$ cat src/rtl/lif_pkg.sv
// Shared definitions for the leaky integrate-and-fire neuron array:
// the post-spike reset-mode encoding, a saturating adder and a default threshold.
package lif_pkg;

    typedef enum int {
        RST_SUBTRACT = 0,
        RST_ZERO     = 1
    } reset_mode_e;

    // Suggested firing threshold for an 8-bit membrane.
    localparam int DEFAULT_THRESHOLD = 64;

    // Adds two sign-extended operands and clamps the sum to the signed range of
    // a w-bit number. The 32-bit working width holds the unclamped sum for any
    // w up to 30 bits.
    function automatic logic signed [31:0] sat_add(
        input logic signed [31:0] a,
        input logic signed [31:0] b,
        input int                 w
    );
        logic signed [31:0] sum;
        logic signed [31:0] hi;
        logic signed [31:0] lo;
        sum = a + b;
        hi  = (32'sd1 <<< (w - 1)) - 32'sd1;
        lo  = -hi - 32'sd1;
        if (sum > hi) begin
            return hi;
        end else if (sum < lo) begin
            return lo;
        end
        return sum;
    endfunction

endpackage

$ cat src/rtl/lif_update.sv
// Combinational next-state datapath for one neuron: leak, integrate with
// saturation, threshold compare, post-spike reset and refractory countdown.
module lif_update
    import lif_pkg::*;
#(
    parameter int DATA_W     = 8,
    parameter int LEAK_SHIFT = 2,
    parameter int RESET_MODE = 0,
    parameter int REFRAC_W   = 4
) (
    input  logic signed [DATA_W-1:0]   mem_in,
    input  logic        [REFRAC_W-1:0] refr_in,
    input  logic signed [DATA_W-1:0]   current,
    input  logic signed [DATA_W-1:0]   threshold,
    input  logic        [REFRAC_W-1:0] refrac_cfg,
    output logic signed [DATA_W-1:0]   mem_out,
    output logic        [REFRAC_W-1:0] refr_out,
    output logic                       spk
);

    logic signed [DATA_W-1:0] decay;
    logic signed [DATA_W-1:0] sum_sat;
    logic signed [DATA_W-1:0] sub_sat;
    logic                     fire;

    // Leak/integrate/fire datapath; a refractory neuron ignores its input and
    // only counts down.
    always_comb begin
        // Leak never overflows: the subtracted term has the same sign and a
        // smaller magnitude than the membrane.
        decay   = mem_in - (mem_in >>> LEAK_SHIFT);
        sum_sat = DATA_W'(sat_add(32'(decay), 32'(current), DATA_W));
        sub_sat = DATA_W'(sat_add(32'(sum_sat), -32'(threshold), DATA_W));
        fire    = (sum_sat >= threshold);

        mem_out  = mem_in;
        refr_out = refr_in;
        spk      = 1'b0;
        if (refr_in != '0) begin
            refr_out = refr_in - 1'b1;
        end else if (fire) begin
            spk      = 1'b1;
            refr_out = refrac_cfg;
            mem_out  = (RESET_MODE == int'(RST_ZERO)) ? '0 : sub_sat;
        end else begin
            mem_out = sum_sat;
        end
    end

endmodule

$ cat src/rtl/lif_neuron_array.sv
// Time-multiplexed array of leaky integrate-and-fire neurons. One event per
// accept updates the addressed neuron through a shared datapath and returns
// the result through a one-entry valid/ready output register.
module lif_neuron_array
    import lif_pkg::*;
#(
    parameter int  DATA_W      = 8,
    parameter int  NUM_NEURONS = 4,
    parameter int  LEAK_SHIFT  = 2,
    parameter int  RESET_MODE  = 0,
    parameter int  REFRAC_W    = 4,
    localparam int IDX_W       = (NUM_NEURONS > 1) ? $clog2(NUM_NEURONS) : 1
) (
    input  logic                clk,
    input  logic                rst,
    input  logic [DATA_W-1:0]   cfg_threshold,
    input  logic [REFRAC_W-1:0] cfg_refrac,
    input  logic                cfg_clear,
    input  logic                in_valid,
    output logic                in_ready,
    input  logic [IDX_W-1:0]    in_idx,
    input  logic [DATA_W-1:0]   in_current,
    output logic                out_valid,
    input  logic                out_ready,
    output logic [IDX_W-1:0]    out_idx,
    output logic                out_spk,
    output logic [DATA_W-1:0]   out_mem
);

    localparam logic [IDX_W:0] NUM_LIMIT = (IDX_W + 1)'(NUM_NEURONS);

    logic signed [DATA_W-1:0]   mem_reg  [NUM_NEURONS];
    logic        [REFRAC_W-1:0] refr_reg [NUM_NEURONS];

    logic signed [DATA_W-1:0]   sel_mem;
    logic        [REFRAC_W-1:0] sel_refr;
    logic signed [DATA_W-1:0]   upd_mem;
    logic        [REFRAC_W-1:0] upd_refr;
    logic                       upd_spk;
    logic                       idx_ok;
    logic                       accept;

    logic                       out_valid_reg;
    logic [IDX_W-1:0]           out_idx_reg;
    logic                       out_spk_reg;
    logic [DATA_W-1:0]          out_mem_reg;

    assign in_ready = !cfg_clear && (!out_valid_reg || out_ready);
    assign accept   = in_valid && in_ready;
    assign idx_ok   = ({1'b0, in_idx} < NUM_LIMIT);

    // Select the addressed neuron's state; out-of-range indices read as zero.
    always_comb begin
        sel_mem  = '0;
        sel_refr = '0;
        for (int i = 0; i < NUM_NEURONS; i++) begin
            if (in_idx == IDX_W'(i)) begin
                sel_mem  = mem_reg[i];
                sel_refr = refr_reg[i];
            end
        end
    end

    lif_update #(
        .DATA_W     (DATA_W),
        .LEAK_SHIFT (LEAK_SHIFT),
        .RESET_MODE (RESET_MODE),
        .REFRAC_W   (REFRAC_W)
    ) u_update (
        .mem_in     (sel_mem),
        .refr_in    (sel_refr),
        .current    ($signed(in_current)),
        .threshold  ($signed(cfg_threshold)),
        .refrac_cfg (cfg_refrac),
        .mem_out    (upd_mem),
        .refr_out   (upd_refr),
        .spk        (upd_spk)
    );

    // Per-neuron state: cleared by reset or global clear, written on accept of
    // its own index so a following event already sees the new value.
    for (genvar gi = 0; gi < NUM_NEURONS; gi++) begin : g_neuron
        always_ff @(posedge clk) begin
            if (rst || cfg_clear) begin
                mem_reg[gi]  <= '0;
                refr_reg[gi] <= '0;
            end else if (accept && (in_idx == IDX_W'(gi))) begin
                mem_reg[gi]  <= upd_mem;
                refr_reg[gi] <= upd_refr;
            end
        end
    end

    // Result register: loads on accept, holds under backpressure, drains when
    // downstream takes it and nothing new arrives.
    always_ff @(posedge clk) begin
        if (rst) begin
            out_valid_reg <= 1'b0;
            out_idx_reg   <= '0;
            out_spk_reg   <= 1'b0;
            out_mem_reg   <= '0;
        end else if (accept) begin
            out_valid_reg <= 1'b1;
            out_idx_reg   <= in_idx;
            out_spk_reg   <= idx_ok && upd_spk;
            out_mem_reg   <= idx_ok ? upd_mem : '0;
        end else if (out_ready) begin
            out_valid_reg <= 1'b0;
        end
    end

    assign out_valid = out_valid_reg;
    assign out_idx   = out_idx_reg;
    assign out_spk   = out_spk_reg;
    assign out_mem   = out_mem_reg;

endmodule
$ cat config.mk
export PLATFORM = sky130hd
export DESIGN_NAME = lif_neuron_array
export DESIGN_NICKNAME = d
export VERILOG_FILES = /design/src/rtl/lif_pkg.sv /design/src/rtl/lif_update.sv /design/src/rtl/lif_neuron_array.sv
export SDC_FILE = /design/constraint.sdc
export NUM_CORES = 1
export LEC_CHECK = 0
export BUFFER_PORTS_ARGS = -buffer_cell sky130_fd_sc_hd__buf_4
export CORE_ASPECT_RATIO = 0.75
export CORE_MARGIN = 5
export CORE_UTILIZATION = 50
export DETAILED_ROUTE_END_ITERATION = 7
export GPL_TIMING_DRIVEN = 0
export PLACE_DENSITY = 0.8
export SETUP_SLACK_MARGIN = 0.3
export SYNTH_ARGS = -nofsm -noshare
export SYNTH_HDL_FRONTEND = slang
export SYNTH_SLANG_ARGS = --single-unit
$ cat constraint.sdc
create_clock -name clk -period 11.5 [get_ports clk]
set_input_delay 2.3 -clock clk [delete_from_list [all_inputs] [get_ports clk]]
set_output_delay 2.3 -clock clk [all_outputs]
set_load 0.02 [all_outputs]
; ---- After elaboration in Yosys (flattened, before gate mapping)
; Memory sizes are Yosys's and may differ from the RTL's.
; Cells that the tools add are included.
[word_totals]
register_bits = 12
in_bits = 27
romBits = 0
latchBits = 0
wordCells = 88
mem_bits_rw = 48
memories = 2
[classes]
eq_ne = 3
reduce_logical = 13
n_div = 0
n_addsub = 5
muxes = 48
n_shift = 0
n_lt_le_gt_ge = 5
multipliers = 0
bitwise_logic = 8
[mem_list]
columns = name, words, word_bits, read_ports, rd_clocked_by_memory_dff, wr, line_no
row1 = mem_reg, 4, 8, 4, 0, 4, lif_neuron_array.sv:32  ; logic signed [DATA_W-1:0] mem_reg [NUM_NEURONS];
row2 = refr_reg, 4, 4, 4, 0, 4, lif_neuron_array.sv:33  ; logic [REFRAC_W-1:0] refr_reg [NUM_NEURONS];
[op_table]
columns = cell, count
row1 = 8-bit two-way mux, 16
row2 = 4-bit two-way mux, 10
row3 = 8-bit by 32-bit adder with 32-bit output, 1
row4 = 32-bit by 8-bit > comparator with 1-bit output (second input constant), 1
row5 = 32-bit by 8-bit less-than comparator with 1-bit output (second input constant), 1
row6 = 8-bit negation with 32-bit output, 1
row7 = 1-bit two-way mux, 22
row8 = 8-bit by 8-bit adder with 9-bit output, 1
row9 = 9-bit by 8-bit > comparator with 1-bit output (second input constant), 1
row10 = 9-bit by 8-bit less-than comparator with 1-bit output (second input constant), 1
row11 = 8-bit >= comparator, 1
row12 = 1-bit bitwise OR, 8
row13 = 8-bit by 6-bit subtractor with 8-bit output, 1
row14 = 1-bit logical AND, 6
row15 = 2-bit equality test (second input constant), 2
row16 = 4-bit nonzero test, 1
row17 = 4-bit by 1-bit subtractor with 4-bit output (second input constant), 1
row18 = 2-bit by 1-bit equality test with 1-bit output (second input constant), 1
row19 = 1-bit zero test, 2
row20 = 2-bit zero test, 1
row21 = 1-bit logical OR, 2
row22 = 2-bit nonzero test, 1

; ---- Depth between registers and ports, before layout
; Gate-level depths: netlist (run 1).
[logic_depth]
ltp_word = 19
depth_mapped = 34
mapped_depth_nobuf = 31

; ---- By module
; A second synthesis (run 1) with hierarchy kept.
[hier_totals]
cells_unflattened = 449
area_unflattened_um2 = 4489.3
[by_module_without_submodules]
columns = module, seq_area_each_um2, cells_each, area_per_inst_um2, instances
row1 = lif_neuron_array, 1681.6, 194, 2566.2, 1
row2 = lif_update, 0.0, 255, 1923.1, 1

; ---- Least setup slack after synthesis (run 1)
; OpenSTA, ideal clock, no wires.
[synth_timing]
path_type = input port to flip-flop
from = input in_idx[0]
to = memory mem_reg[0][5] (data pin)
required_ps = 11226
arrival_ps = 9367
path_stages = 30
setup_ps = 274
path_slack_ps = 1859
path_cell_list = buf_6 > buf_1 > mux4_2 > ha_1 > fa_1 > o21ai_0 > a21oi_1 > o21bai_1 > a21oi_1 > xnor2_1 > ha_1 > nor2b_1 > nand4_1 > nor4_1 > a22o_1 > clkbuf_1 > o21ai_0 > ha_1 > o211ai_1 > a21oi_1 > or2_2 > a21o_1 > a21o_1 > fa_1 > fa_1 > or2_2 > a31oi_1 > nor3_1 > a2111oi_2 > nor2_1
[synth_lines]
columns = item, line_no
row1 = start: declaration, lif_neuron_array.sv:21  ; input logic [IDX_W-1:0] in_idx,
row2 = end: declaration, lif_neuron_array.sv:32

==> impl_metrics.env, run 1 <==
export IMPL_ys_flop_type="edfxtp_1"
export IMPL_rrSetupSlack_ns=3.23
export IMPL_clk_latency_ns=0.33
export IMPL_cts_buffers=9
export IMPL_placed_cell_area_um2=4740
export IMPL_core_um2=8420
export IMPL_crit_path_top_delay_cell="a2111oi_2"
export IMPL_grt_pass1_wl_um=17300
export IMPL_yosysTopAreaCellShare=0.336
export IMPL_synthesis_area_um2=4290
export IMPL_grt_pass1_vias=3556
export IMPL_drive_above_1_share=0.182
export IMPL_synth_seq_area_share=0.392
export IMPL_rsz0062_at_grt="no"
export IMPL_cts_resized=0
export IMPL_synth_edf_count=48
export IMPL_met1_length_um=4580
export IMPL_worstHoldPathType="reg2reg"
export IMPL_fin_crit_sh=0.905
export IMPL_synthTopCellsByArea="edfxtp_1 (34%), ha_1 (7.3%), fa_1 (7.0%)"
export IMPL_power_total_mw=1.28
export IMPL_critPathKind="in2reg"
export IMPL_dr_wl_met3_um=691
export IMPL_leakagePower_nw=2.06
export IMPL_cpPeakStageDelay_ns=0.71
export IMPL_maxCapViolations=0
export IMPL_clk_pin_slew_worst_paths_ns=0.06
export IMPL_syn_area_per_cell_um2=10.2
export IMPL_grt_max_degree=13
export IMPL_globalRouteTotalUtil=0.209
export IMPL_final_cell_mix="nor2_1 (73), edfxtp_1 (48), buf_4 (38)"
export IMPL_routed_via_count=3547
export IMPL_yosys_warnings=0
export IMPL_ant_nets=0
export IMPL_core_rowCount=29
export IMPL_fin_skew_ns=0.00664
export IMPL_cp_buffers_inverters=4
export IMPL_area_growth_pct=18.2
export IMPL_largest_register_ffs=32
export IMPL_clockRootBuffer="clkbuf_16"
export IMPL_hold_viol=0
export IMPL_wl_um=10700
export IMPL_cts_setup_buffers=0
export IMPL_worstMarginPinSlew_ns=0.767
export IMPL_status="finished clean"
export IMPL_diodes=0
export IMPL_avgViaCountPerCell=6.05
export IMPL_die_y_um=90.3
export IMPL_cts_sinks=60
export IMPL_fin_nets=540
export IMPL_start_util=0.510
export IMPL_crit_fanout=10
export IMPL_hold_buffers=0
export IMPL_crit_required_ns=11.55
export IMPL_end_kind="register"
export IMPL_die_w_um=117
export IMPL_clock_path_buffers=2
export IMPL_dr_pass1_iters=5
export IMPL_synthCells=422
export IMPL_fillers=706
export IMPL_fin_tns_setup_ns=0
export IMPL_fmax_mhz=96.1
export IMPL_synth_cell_types=57
export IMPL_synth_nets=489
export IMPL_drc=0
export IMPL_antenna_found_initial=0
export IMPL_drv_slew=0
export IMPL_portBuffers=38
export IMPL_finalInstanceArea_um2=5080
export IMPL_gr_total_overflow=0
export IMPL_yosys_register_bits=60
export IMPL_io_pins=40
export IMPL_drt_iter0_drc=290
export IMPL_wl_per_cell_um=18.3
export IMPL_top_layer_used="met4"
export IMPL_async_reset_ff_frac=0
export IMPL_p_per_area_nw_per_um2=252
export IMPL_gp_congestion=0.882
export IMPL_cts_tree="built"
export IMPL_yosys_area_top_type="edfxtp_1"
export IMPL_peakVddDrop_uv=136
export IMPL_htree_num_levels=3
export IMPL_crit_arrival_ns=10.46
export IMPL_hpwl_um=7900
export IMPL_max_slew_margin=0.486
export IMPL_die_area_um2=10600
export IMPL_final_common_cell="nor2_1"
export IMPL_setup_violations_final=0
export IMPL_dr_wl_met2_um=5210
export IMPL_critical_path_top_delay_family="compound AO/OA/AOI/OAI gates"
export IMPL_min_period_ns=10.41
export IMPL_cp_common_cell="ha_1"
export IMPL_start_kind="input pin"
[Yosys cell counts (2+ instances only)]
library cell	number
dfxtp_1	12
o21ai_0	13
o31a_1	2
o32ai_1	3
nor2b_1	10
o31ai_1	3
a221oi_1	3
or2_2	3
nand2b_1	3
xor2_1	6
clkbuf_1	10
a211oi_1	11
a21o_1	7
o21a_1	7
nor3_1	12
ha_1	25
nand2_1	22
and2_1	3
a211o_1	2
buf_1	2
nand3_1	4
a31oi_1	2
nor4_1	5
mux4_2	12
o21bai_1	3
a21oi_1	23
xnor2_1	6
and3_1	2
buf_6	2
edfxtp_1	48
a2111oi_2	5
fa_1	15
inv_1	35
nor2_1	73
nand4_1	4
a311oi_1	3
[cell type report]
type	instances	area, µm²	share of cell area
buffer	14	68.8	0.0136
clock buffer	10	239	0.0471
clock inverter	6	87.6	0.0173
inverter	36	135	0.0266
multi-input combinational	312	2420	0.477
sequential	60	1680	0.331
tap	108	135	0.0266
timing repair buffer	40	308	0.0606
[stage by stage]
stage	setup slack, ns	std cells	hold slack [ns]	util
after global placement	0.552	568	0.446	0.560
after floorplan	1.86	422	0.535	-
after CTS	0.586	586	0.456	0.602
after global routing	0.477	586	0.477	0.603
after detailed placement	0.343	570	0.449	0.563
final	1.09	586	0.454	0.603
[tightest hold or removal path: cells and delay by family, from the launching register on]
family	cells	cell delay, ns
simple gates	1	0.05
compound gates	1	0.05
flops	1	0.31
[final timing paths]
| path | startpoint | end | cells past startpoint |
|---|---|---|---|
| worst min register to register | out_idx[1]$_SDFFE_PP0P_ | out_idx[1]$_SDFFE_PP0P_ | 2 |
| worst max-delay path | in_idx[1] | mem_reg[3][5]$_SDFFCE_PN0P_ | 32 |
| worst max register to register | mem_reg[0][3]$_SDFFCE_PN0P_ | mem_reg[3][5]$_SDFFCE_PN0P_ | 30 |
| worst min-delay path | out_idx[1]$_SDFFE_PP0P_ | out_idx[1]$_SDFFE_PP0P_ | 2 |
[cell families after synthesis]
group           synth area share
compound gates             0.167
xor+xnor                  0.0245
fa+ha+maj                  0.143
buf+inv                   0.0472
flops                      0.392
mux                       0.0629
simple gates               0.164
[where the power goes]
part,total [mW],internal [mW],switching (mW)
clock,0.290,0.195,0.0954
sequential,0.253,0.248,0.00484
combinational,0.737,0.284,0.453
[per-layer routing]
metal  vias up  track usage
met5         -            0
met4         0       0.0726
met3        27       0.0482
met2       135        0.326
met1      1728        0.286
li1       1657            -
Power figures use the tool's default switching activity.
==> run 2, diff against run 1 <==
PLACE_DENSITY = 0.68   (was 0.8)
==> impl_metrics.env, run 2 (synthesis results as in run 1) <==
export IMPL_status="finished clean"
export IMPL_ant_nets=0
export IMPL_worstHoldPathType="reg2reg"
export IMPL_wl_um=10400
export IMPL_clk_latency_ns=0.32
export IMPL_worstMarginPinSlew_ns=0.796
export IMPL_start_util=0.510
export IMPL_fin_tns_setup_ns=0
export IMPL_fmax_mhz=96.3
export IMPL_maxCapViolations=0
export IMPL_crit_required_ns=11.55
export IMPL_fillers=728
export IMPL_grt_max_degree=13
export IMPL_globalRouteTotalUtil=0.202
export IMPL_crit_fanout=10
export IMPL_cp_common_cell="ha_1"
export IMPL_globalRouteMet2Util=0.300
export IMPL_timing_rr_end="mem_reg[2][5]$_SDFFCE_PN0P_"
export IMPL_largest_register_ffs=32
export IMPL_cts_setup_buffers=0
export IMPL_rr_startpoint="mem_reg[3][3]$_SDFFCE_PN0P_"
export IMPL_leakagePower_nw=2.04
export IMPL_fin_crit_sh=0.903
export IMPL_grtUsageMet3=0.0462
export IMPL_routed_via_count=3411
export IMPL_worstHoldStart="out_idx[1]$_SDFFE_PP0P_"
export IMPL_ff_latch_area_um2=1680
export IMPL_drv_slew=0
export IMPL_holdPathEnd="out_idx[1]$_SDFFE_PP0P_"
export IMPL_wl_per_cell_um=17.7
export IMPL_dr_pass1_iters=5
export IMPL_gr_max_usage_layer="met1"
export IMPL_clk_pin_slew_worst_paths_ns=0.05
export IMPL_grt_pass1_wl_um=16700
export IMPL_drive_above_1_share=0.172
export IMPL_peakVddDrop_uv=166
export IMPL_portBuffers=38
export IMPL_hpwl_um=8020
export IMPL_start_kind="input pin"
export IMPL_p_per_area_nw_per_um2=245
export IMPL_r2r_cells=30
export IMPL_io_pins=40
export IMPL_seq_power_share=0.205
export IMPL_hold_ws_ns=0.482
export IMPL_core_rowCount=29
export IMPL_grt_pass1_vias=3301
export IMPL_hold_viol=0
export IMPL_cts_tree="built"
export IMPL_die_area_um2=10600
export IMPL_setup_violations_final=0
export IMPL_final_common_cell="nor2_1"
export IMPL_antenna_found_initial=0
export IMPL_min_period_ns=10.39
export IMPL_diodes=0
export IMPL_crit_arrival_ns=10.43
export IMPL_clockRootBuffer="clkbuf_16"
export IMPL_critPathKind="in2reg"
export IMPL_die_y_um=90.3
export IMPL_rsz0062_at_grt="no"
export IMPL_final_cell_mix="nor2_1 (73), edfxtp_1 (48), buf_4 (38)"
export IMPL_crit_path_top_delay_cell="a2111oi_2"
export IMPL_drt_iter0_drc=261
export IMPL_p_int_uw=699
export IMPL_fin_nets=540
export IMPL_hold_depth=2
export IMPL_avgViaCountPerCell=5.82
export IMPL_multi_input_area_um2=2420
export IMPL_gp_congestion=0.873
export IMPL_rrSetupSlack_ns=3.32
export IMPL_cpPeakStageDelay_ns=0.77
export IMPL_end_kind="register"
export IMPL_switching_power_uw=534
export IMPL_p_clk_frac=0.207
export IMPL_cts_buffers=9
export IMPL_core_um2=8420
export IMPL_area_growth_pct=17.1
export IMPL_die_w_um=117
export IMPL_clock_path_buffers=2
export IMPL_drc=0
export IMPL_max_slew_margin=0.468
export IMPL_p_sw_frac=0.433
export IMPL_gr_total_overflow=0
export IMPL_fin_skew_ns=0.00520
export IMPL_grt_use_met1=0.300
export IMPL_p_comb_frac=0.588
export IMPL_htree_num_levels=3
export IMPL_cts_sinks=60
[run 2: cell count changes in the layout (fill, tap and decap cells not counted), sizes merged]
cell | before | now
bufinv | 2 | 1
clkinvlp | 3 | 0
clkbuf | 21 | 25
[run 2: per-layer routing]
metal | part of all wire | up-vias | routed length (µm)
met5 | 0 | - | 0
li1 | - | 1647 | -
met4 | 0.012 | 0 | 125
met1 | 0.46 | 1654 | 4810
met2 | 0.47 | 95 | 4860
met3 | 0.056 | 15 | 576
[run 2: power by group through the flow]
stage               Combinational [mW]  Sequential (mW)  Clock (mW)
floorplan                        0.547            0.261           0
global placement                 0.702            0.257           0
detailed placement               0.717            0.257           0
CTS                              0.721            0.253       0.256
global route                     0.802            0.254       0.266
finish                           0.725            0.253       0.256
[run 2: final cells by class]
cell class / count / share of cell area
plain buffers: 14 / 0.0137
flip-flops and latches: 60 / 0.334
well taps: 108 / 0.0269
inverters: 36 / 0.0269
multi-input cells: 312 / 0.481
clock inverters: 2 / 0.00697
clock buffers: 14 / 0.0485
repair buffers: 40 / 0.0612
[run 2: per-stage QoR]
| step | setup WS, ns | std cells | util | cell area (µm²) | power, mW |
|---|---|---|---|---|---|
| finish | 1.11 | 586 | 0.597 | 5030 | 1.23 |
| global route | 0.476 | 586 | 0.597 | 5030 | 1.32 |
| CTS | 0.624 | 586 | 0.596 | 5020 | 1.23 |
| detailed placement | 0.305 | 570 | 0.563 | 4740 | 0.975 |
| global placement | 0.442 | 568 | 0.560 | 4710 | 0.959 |
| floorplan | 1.86 | 422 | - | 4290 | 0.809 |
[run 2: worst max-delay path: cells and delay by family]
| kind | cells | cell delay (ns) |
|---|---|---|
| AO/OA/AOI/OAI | 13 | 3.02 |
| multiplexers | 1 | 0.50 |
| buffers and inverters | 4 | 1.06 |
| adder cells (fa/ha/maj) | 5 | 1.75 |
| AND/OR/NAND/NOR | 9 | 1.79 |
[run 2: worst max-delay path by stage]
stage,start,to,depth (start not counted)
CTS,in_idx[0],mem_reg[0][5]$_SDFFCE_PN0P_,28
global placement,in_idx[0],mem_reg[0][5]$_SDFFCE_PN0P_,28
detailed placement,in_idx[0],mem_reg[0][5]$_SDFFCE_PN0P_,28
finish,in_idx[1],mem_reg[2][5]$_SDFFCE_PN0P_,32
floorplan,in_idx[0],mem_reg[0][5]$_SDFFCE_PN0P_,30
global route,in_idx[1],mem_reg[2][5]$_SDFFCE_PN0P_,32
[run 2: repair_timing]
| item | in CTS | in global routing |
|---|---|---|
| hold buffers | 0 | 0 |
| endpoints found under the setup margin | 0 | 29 |
| resized for setup | 0 | 2 |
| hold endpoints to repair | 0 | 0 |
